File: src/rtl/traffic_light_ctrl_n_if.sv
// Signal bundle between the N-approach light sequencer and its environment.
// The master side drives detectors, timing enable and pre-emption; the slave is the controller.
interface traffic_light_ctrl_n_if #(
  parameter int unsigned NUM_DIR = 4,
  parameter int unsigned DIR_W   = (NUM_DIR > 1) ? $clog2(NUM_DIR) : 1
);
  logic                 tick_en;
  logic [NUM_DIR-1:0]   veh_req;
  logic                 emerg_req;
  logic [DIR_W-1:0]     emerg_dir;
  logic [2*NUM_DIR-1:0] lights;
  logic [1:0]           phase;
  logic [DIR_W-1:0]     active_dir;
  logic                 emerg_active;

  modport master (
    output tick_en, veh_req, emerg_req, emerg_dir,
    input  lights, phase, active_dir, emerg_active
  );

  modport slave (
    input  tick_en, veh_req, emerg_req, emerg_dir,
    output lights, phase, active_dir, emerg_active
  );
endinterface

File: src/rtl/traffic_light_ctrl_n.sv
// Round-robin N-approach traffic light sequencer with demand skipping, rest-on-green,
// all-red clearance between greens and emergency pre-emption, timed in tick_en pulses.
module traffic_light_ctrl_n #(
  parameter int unsigned NUM_DIR      = 4,
  parameter int unsigned CNT_W        = 8,
  parameter int unsigned GREEN_TICKS  = 16,
  parameter int unsigned YELLOW_TICKS = 5,
  parameter int unsigned ALLRED_TICKS = 2
) (
  input  logic                   clk,
  input  logic                   rst,
  traffic_light_ctrl_n_if.slave  bus
);

  localparam int unsigned DIR_W = (NUM_DIR > 1) ? $clog2(NUM_DIR) : 1;

  localparam logic [CNT_W-1:0] GREEN_LAST  = CNT_W'(GREEN_TICKS - 1);
  localparam logic [CNT_W-1:0] YELLOW_LAST = CNT_W'(YELLOW_TICKS - 1);
  localparam logic [CNT_W-1:0] ALLRED_LAST = CNT_W'(ALLRED_TICKS - 1);
  localparam logic [DIR_W-1:0] LAST_DIR    = DIR_W'(NUM_DIR - 1);

  typedef enum logic [1:0] {
    PH_GREEN  = 2'b00,
    PH_YELLOW = 2'b01,
    PH_ALLRED = 2'b10
  } phase_e;

  phase_e             phase_q, phase_d;
  logic [DIR_W-1:0]   active_dir_q, active_dir_d;
  logic [CNT_W-1:0]   counter_q, counter_d;
  logic [NUM_DIR-1:0] pending_q, pending_d;

  logic               emerg_valid;
  logic               emerg_match;
  logic [CNT_W-1:0]   dur_last;
  logic               expire;
  logic [NUM_DIR-1:0] others;
  logic               other_pend;
  logic [DIR_W-1:0]   inc_dir;
  logic [DIR_W-1:0]   scan_dir;
  logic               scan_found;
  logic [DIR_W-1:0]   target_dir;
  int unsigned        idx;
  logic [DIR_W-1:0]   cand;
  logic [2*NUM_DIR-1:0] lights;

  assign emerg_valid = bus.emerg_req && (32'(bus.emerg_dir) < NUM_DIR);
  assign emerg_match = (bus.emerg_dir == active_dir_q);
  assign inc_dir     = (active_dir_q == LAST_DIR) ? '0 : active_dir_q + 1'b1;

  always_comb begin
    dur_last = ALLRED_LAST;
    case (phase_q)
      PH_GREEN:  dur_last = GREEN_LAST;
      PH_YELLOW: dur_last = YELLOW_LAST;
      default:   dur_last = ALLRED_LAST;
    endcase
  end

  assign expire = bus.tick_en && (counter_q == dur_last);

  always_comb begin
    others               = pending_q;
    others[active_dir_q] = 1'b0;
    other_pend           = |others;
  end

  // Scan starts one past the current approach; the current one is checked last.
  always_comb begin
    scan_found = 1'b0;
    scan_dir   = inc_dir;
    idx        = 0;
    cand       = '0;
    for (int unsigned k = 1; k <= NUM_DIR; k++) begin
      idx = 32'(active_dir_q) + k;
      if (idx >= NUM_DIR) idx = idx - NUM_DIR;
      cand = DIR_W'(idx);
      if (!scan_found && pending_q[cand]) begin
        scan_found = 1'b1;
        scan_dir   = cand;
      end
    end
  end

  always_comb begin
    if (emerg_valid)     target_dir = bus.emerg_dir;
    else if (scan_found) target_dir = scan_dir;
    else                 target_dir = inc_dir;
  end

  always_comb begin
    phase_d      = phase_q;
    active_dir_d = active_dir_q;
    counter_d    = counter_q;
    pending_d    = pending_q | bus.veh_req;
    if (phase_q == PH_GREEN) pending_d[active_dir_q] = pending_q[active_dir_q];

    case (phase_q)
      PH_GREEN: begin
        if (emerg_valid && !emerg_match) begin
          phase_d   = PH_YELLOW;
          counter_d = '0;
        end else if (emerg_valid) begin
          counter_d = '0;
        end else if (expire) begin
          counter_d = '0;
          if (other_pend) phase_d = PH_YELLOW;
        end else if (bus.tick_en) begin
          counter_d = counter_q + 1'b1;
        end
      end
      PH_YELLOW: begin
        if (expire) begin
          phase_d   = PH_ALLRED;
          counter_d = '0;
        end else if (bus.tick_en) begin
          counter_d = counter_q + 1'b1;
        end
      end
      PH_ALLRED: begin
        if (expire) begin
          phase_d               = PH_GREEN;
          active_dir_d          = target_dir;
          counter_d             = '0;
          pending_d[target_dir] = 1'b0;
        end else if (bus.tick_en) begin
          counter_d = counter_q + 1'b1;
        end
      end
      default: begin
        phase_d   = PH_ALLRED;
        counter_d = '0;
      end
    endcase
  end

  always_ff @(posedge clk) begin
    if (rst) begin
      phase_q      <= PH_ALLRED;
      active_dir_q <= LAST_DIR;
      counter_q    <= '0;
      pending_q    <= '0;
    end else begin
      phase_q      <= phase_d;
      active_dir_q <= active_dir_d;
      counter_q    <= counter_d;
      pending_q    <= pending_d;
    end
  end

  always_comb begin
    lights = '0;
    for (int unsigned i = 0; i < NUM_DIR; i++) begin
      if (phase_q != PH_ALLRED && DIR_W'(i) == active_dir_q)
        lights[2*i +: 2] = (phase_q == PH_GREEN) ? 2'b00 : 2'b01;
      else
        lights[2*i +: 2] = 2'b10;
    end
  end

  assign bus.lights       = lights;
  assign bus.phase        = phase_q;
  assign bus.active_dir   = active_dir_q;
  assign bus.emerg_active = (phase_q == PH_GREEN) && emerg_valid && emerg_match;

endmodule

File: src/flat_wrapper.sv
// flat-port wrapper written by rule: the top's interface ports become plain ports
module traffic_light_ctrl_n_flat 
#(
  parameter int unsigned NUM_DIR      = 4,
  parameter int unsigned CNT_W        = 8,
  parameter int unsigned GREEN_TICKS  = 16,
  parameter int unsigned YELLOW_TICKS = 5,
  parameter int unsigned ALLRED_TICKS = 2
)
  (clk, rst, bus_tick_en, bus_veh_req, bus_emerg_req, bus_emerg_dir, bus_lights, bus_phase, bus_active_dir, bus_emerg_active);
  traffic_light_ctrl_n_if #(.NUM_DIR(NUM_DIR)) bus_i ();
  input  logic clk;
  input  logic rst;
  input wire logic [$bits(bus_i.tick_en)-1:0] bus_tick_en;
  input wire logic [$bits(bus_i.veh_req)-1:0] bus_veh_req;
  input wire logic [$bits(bus_i.emerg_req)-1:0] bus_emerg_req;
  input wire logic [$bits(bus_i.emerg_dir)-1:0] bus_emerg_dir;
  output wire logic [$bits(bus_i.lights)-1:0] bus_lights;
  output wire logic [$bits(bus_i.phase)-1:0] bus_phase;
  output wire logic [$bits(bus_i.active_dir)-1:0] bus_active_dir;
  output wire logic [$bits(bus_i.emerg_active)-1:0] bus_emerg_active;
  assign bus_i.tick_en = bus_tick_en;
  assign bus_i.veh_req = bus_veh_req;
  assign bus_i.emerg_req = bus_emerg_req;
  assign bus_i.emerg_dir = bus_emerg_dir;
  assign bus_lights = bus_i.lights;
  assign bus_phase = bus_i.phase;
  assign bus_active_dir = bus_i.active_dir;
  assign bus_emerg_active = bus_i.emerg_active;
  traffic_light_ctrl_n #(.NUM_DIR(NUM_DIR), .CNT_W(CNT_W), .GREEN_TICKS(GREEN_TICKS), .YELLOW_TICKS(YELLOW_TICKS), .ALLRED_TICKS(ALLRED_TICKS)) u_core (.clk(clk), .rst(rst), .bus(bus_i));
endmodule
File: config.mk
export PLATFORM = sky130hd
export DESIGN_NAME = traffic_light_ctrl_n_flat
export DESIGN_NICKNAME = d
export VERILOG_FILES = /design/src/rtl/traffic_light_ctrl_n_if.sv /design/src/rtl/traffic_light_ctrl_n.sv /design/src/flat_wrapper.sv
export SDC_FILE = /design/constraint.sdc
export NUM_CORES = 1
export LEC_CHECK = 0
export CAP_MARGIN = 5
export CORE_ASPECT_RATIO = 1.4
export CORE_UTILIZATION = 50
export DETAILED_ROUTE_END_ITERATION = 8
export GPL_TIMING_DRIVEN = 0
export PLACE_DENSITY = 0.76
export SETUP_SLACK_MARGIN = 0.5
export SLEW_MARGIN = 10
export SYNTH_ARGS = -nofsm -noshare
export SYNTH_HDL_FRONTEND = slang
export SYNTH_SLANG_ARGS = --single-unit
File: constraint.sdc
create_clock -name clk -period 3.9 [get_ports clk]
set_input_delay 0.585 -clock clk [delete_from_list [all_inputs] [get_ports clk]]
set_output_delay 0.585 -clock clk [all_outputs]
set_load 0.02 [all_outputs]
==> results.md <==
* Tmin final at 2948 ps
* Total count of max-transition violations in the final report at 0
* Worst EP required at 3310 ps
* Antenna-violating nets left at 0
* Number of diodes added for antenna fixing at 0
* Area of the die at between 0.002 and 0.003 mm2
* Final hold violation count at 0
* CTS root buf: sky130_fd_sc_hd__clkbuf_4
* Net switching power of the design at roughly 0.35 mW
* Ranking of synthesized cells by area: sky130_fd_sc_hd__dfxtp_1 24%, sky130_fd_sc_hd__ha_1 10%, sky130_fd_sc_hd__xor2_1 5.1%, sky130_fd_sc_hd__a211o_1 4.5%, sky130_fd_sc_hd__nor2_1 4.4%
* Top flip-flop cell by instance count after synthesis: sky130_fd_sc_hd__dfxtp_1
* HPWL after DPL at roughly 2800 um
* # IOs at 23
* Cell count of the worst reg-to-reg path at 9
* Seq cells post-synth at 16
* # resized after CTS at 0
* Post-synth EDFFs at 0
* Part of the power in combinational logic at approximately three fifths
* Synth unique cells at 49
* Height of the chip at 63.74 um
* P&R area growth vs syn at 19.95%
* Leak at between 0.6 and 0.7 nW
* Number of nets in the layout at 210
* Hold Crit Start: u_core.counter_q[7]$_SDFF_PP0_
* Register-to-register setup slack at ~1400 ps
* Fraction of the mapped netlist area in adder cells at 10.11%
* Result of the run: finished, final reports clean
* Unrepaired setup endpoints after global routing: no
* Seq/Total Area, Yosys at 23.53%
* Vias at between 1,000 and 1,500
* Number of warnings issued by yosys at 0
* CTS HTree Levels at 1
* Vias in the first global route at roughly 1,200
* DIE WIDTH at around 46 um
* Number of vias per cell after detailed routing at 5.821
* Weighted congestion reported at the end of routability-driven placement at 0.9602
* Detailed router's first-iteration violation count at between 40 and 50
* Maximum fanout count along the critical path at 10
* Worst setup startpoint: u_core.bus.phase[0]$_SDFFE_PP0P_
* Sort of element at the end of the critical path: primary output
* Relative slew slack at between 60% and 70%
* Effective utilization at floorplan at 52.06%
* Syn_nets at approximately 190
* Slew @ Worst Pin at 543.9 ps
* Dpl ws at 1283 ps
* Cell area after placement at approximately 0.0016 mm2
* CP arrival at 2360 ps
* Average instance area after synthesis at about 8.3 um2
* Terminus of the critical flop-to-flop path: u_core.bus.active_dir[0]$_SDFFE_PP1P_
* Wire length of the first global-routing pass at about 5500 um
* MaxCap Viol Count at 0
* Hold buffers post-CTS at 0
* Most used standard cells in the synthesized netlist: 16 x sky130_fd_sc_hd__dfxtp_1, 16 x sky130_fd_sc_hd__nor2_1, 11 x sky130_fd_sc_hd__ha_1, 11 x sky130_fd_sc_hd__nand2_1, 8 x sky130_fd_sc_hd__xor2_1
* PnR worst setup slack at between 900 and 1000 ps
* Clk_lat worst skew at roughly 290 ps
* Maximum clock skew at final layout at approximately 4.3 ps
* Total power consumption of the routed design at around 0.8 mW
* Number of buffers inserted during clock tree synthesis at 3
* Simple-gate area share of the yosys netlist at 22.43%
* Worst VDD drop at between 0.0003 and 0.0004 V
* Hold Crit Endpoint: u_core.counter_q[7]$_SDFF_PP0_
* Port Buf Inserts at 19
* Share of post-route cells with drive strength above 1 at a little under a tenth
* Fin util at 62.44%
* Hold crit path type: reg -> reg
* Final design area excluding fillers at 0.001633 mm2
* Clock transition at the register clock pins on the worst setup and hold paths after CTS at 90 ps
* Number of iterations in the first detailed-routing pass at 4
* Type of origin of the critical path: register
* Cell internal power dissipation at 0.4344 mW
* Post-DR wirelength/cell at about 16 um
* Gate count after technology mapping at about 170
* Launch instance of the worst register-to-register path: u_core.bus.active_dir[0]$_SDFFE_PP1P_
* Post-synthesis cell area at 0.001361 mm2
* DRC violation count after routing at 0
* Post-synthesis mux area share at approximately 7.0%
* Row cnt at 22
* Detailed Route WL at between 3000 and 4000 um
* Sequential Power Share at ~27%
* Fraction of synthesis flops using an asynchronous set or reset pin at 0%
* Final setup viols at 0
* Switching part of the total at about 45%
* Maximum clock rate at 339.3 MHz
* Buffers from clock root to sink, at most at 2
* Clock tree from TritonCTS: yes
* Fraction of the cycle the final worst path needs at 75.58%
* Setup CP Type: reg -> out
* Number of antenna violations at the first check in global routing at 0
* Core Region at approximately 0.0026 mm2
* Setup fix buffers added after clock tree synthesis at 0
* Total grt overflow at 0
* Clock sink count at 16
* Compound-gate portion of the synthesized area at between 20% and 30%
* Cell taking the most area after synthesis: sky130_fd_sc_hd__dfxtp_1
* Total Routing Usage GR at about a quarter
* Synth Area in XOR/XNOR at between 6 and 7%
* Clk pwr share at approximately 14%
* Sum of negative setup slack at 0 ps
* Power per cell area at ~480 mW/mm2
* Number of cells on the worst hold path at 2
* Top cell type's share of synthesized area at 23.53%
* Largest family of logic cells by synthesized area: compound AO/OA/AOI/OAI gates
* Maximum number of pins on one net before global-route repair at 11
## per-stage QoR
step | cells | hold slack (ps)
after CTS | 224 | 547.2
after global routing | 224 | 581.7
after floorplan | 165 | 486.1
final | 224 | 541.6
after detailed placement | 220 | 525.2
after global placement | 220 | 508.7
## cell usage in the layout (no fill, tap or decap), types with 2 or more instances in the layout
| cell type | count |
|---|---|
| sky130_fd_sc_hd__or4_1 | 2 |
| sky130_fd_sc_hd__mux4_2 | 2 |
| sky130_fd_sc_hd__nor3_1 | 7 |
| sky130_fd_sc_hd__xnor2_1 | 2 |
| sky130_fd_sc_hd__o21ai_0 | 2 |
| sky130_fd_sc_hd__a31oi_1 | 2 |
| sky130_fd_sc_hd__o31ai_1 | 2 |
| sky130_fd_sc_hd__dfxtp_1 | 16 |
| sky130_fd_sc_hd__buf_2 | 5 |
| sky130_fd_sc_hd__nand2b_1 | 2 |
| sky130_fd_sc_hd__nand3_1 | 3 |
| sky130_fd_sc_hd__xor2_1 | 8 |
| sky130_fd_sc_hd__clkbuf_4 | 3 |
| sky130_fd_sc_hd__mux2i_1 | 5 |
| sky130_fd_sc_hd__clkdlybuf4s50_1 | 19 |
| sky130_fd_sc_hd__nor2b_1 | 5 |
| sky130_fd_sc_hd__o22ai_1 | 2 |
| sky130_fd_sc_hd__nor2_1 | 16 |
| sky130_fd_sc_hd__nand2_1 | 11 |
| sky130_fd_sc_hd__nand4_1 | 2 |
| sky130_fd_sc_hd__ha_1 | 11 |
| sky130_fd_sc_hd__inv_1 | 7 |
| sky130_fd_sc_hd__clkbuf_1 | 5 |
| sky130_fd_sc_hd__a211o_1 | 7 |
| sky130_fd_sc_hd__a221oi_2 | 2 |
| sky130_fd_sc_hd__a211oi_1 | 6 |
| sky130_fd_sc_hd__a21oi_1 | 6 |
| sky130_fd_sc_hd__and2_1 | 4 |
## flip-flops by register name (all words and copies together) (netlist names)
name                   flops
u_core.counter_q           8
u_core.pending_q           4
u_core.bus.active_dir      2
u_core.bus.phase           2
## area by class of cell
type                    instances  area [um2]
plain buffers                  12       60.06
clock buffers                   4       36.28
fillers                       245       982.2
inverters                       7       26.28
multi-input cells             130       954.7
flip-flops and latches         16       320.3
well taps                      36       45.04
repair buffers                 19       190.2
## worst max-delay path: stages (launching register included)
cell and delay, ps:
sky130_fd_sc_hd__dfxtp_1 420, sky130_fd_sc_hd__inv_1 120, sky130_fd_sc_hd__ha_1 250, sky130_fd_sc_hd__clkbuf_1 240, sky130_fd_sc_hd__nor2_1 270, sky130_fd_sc_hd__and2_1 170, sky130_fd_sc_hd__clkdlybuf4s50_1 600
## logic make-up (layout without fill, tap and decap cells)
logic type	Yosys count	count (layout)
xor+xnor	10	10
fa+ha+maj	11	11
buf+inv	19	42
compound gates	42	42
mux	7	7
flops	16	16
simple gates	60	60
## how the worst max path moves through the flow
stage | end | slack [ps] | cells past startpoint
floorplan | u_core.bus.active_dir[0]$_SDFFE_PP1P_ | 1570 | 9
global placement | bus_emerg_active | 1280 | 4
detailed placement | bus_emerg_active | 1280 | 4
CTS | bus_lights[4] | 960 | 6
global route | bus_lights[2] | 810 | 6
finish | bus_lights[4] | 950 | 6
## per-layer routing
metal | track usage [%] | part of all wire (%) | up-vias
met5 | 0 | 0 | -
met4 | 10.66 | 2.4 | 0
met3 | 1.695 | 2.3 | 7
met2 | 46.13 | 54 | 28
met1 | 28.67 | 41 | 619
li1 | - | - | 650
## power by group through the flow
stage	sequential (mW)	combinational [mW]	clock [mW]
floorplan	0.222	0.315	0
global placement	0.214	0.438	0
detailed placement	0.217	0.456	0
CTS	0.213	0.457	0.114
global route	0.217	0.495	0.121
finish	0.213	0.461	0.111
(Power assumes the default switching activity.)
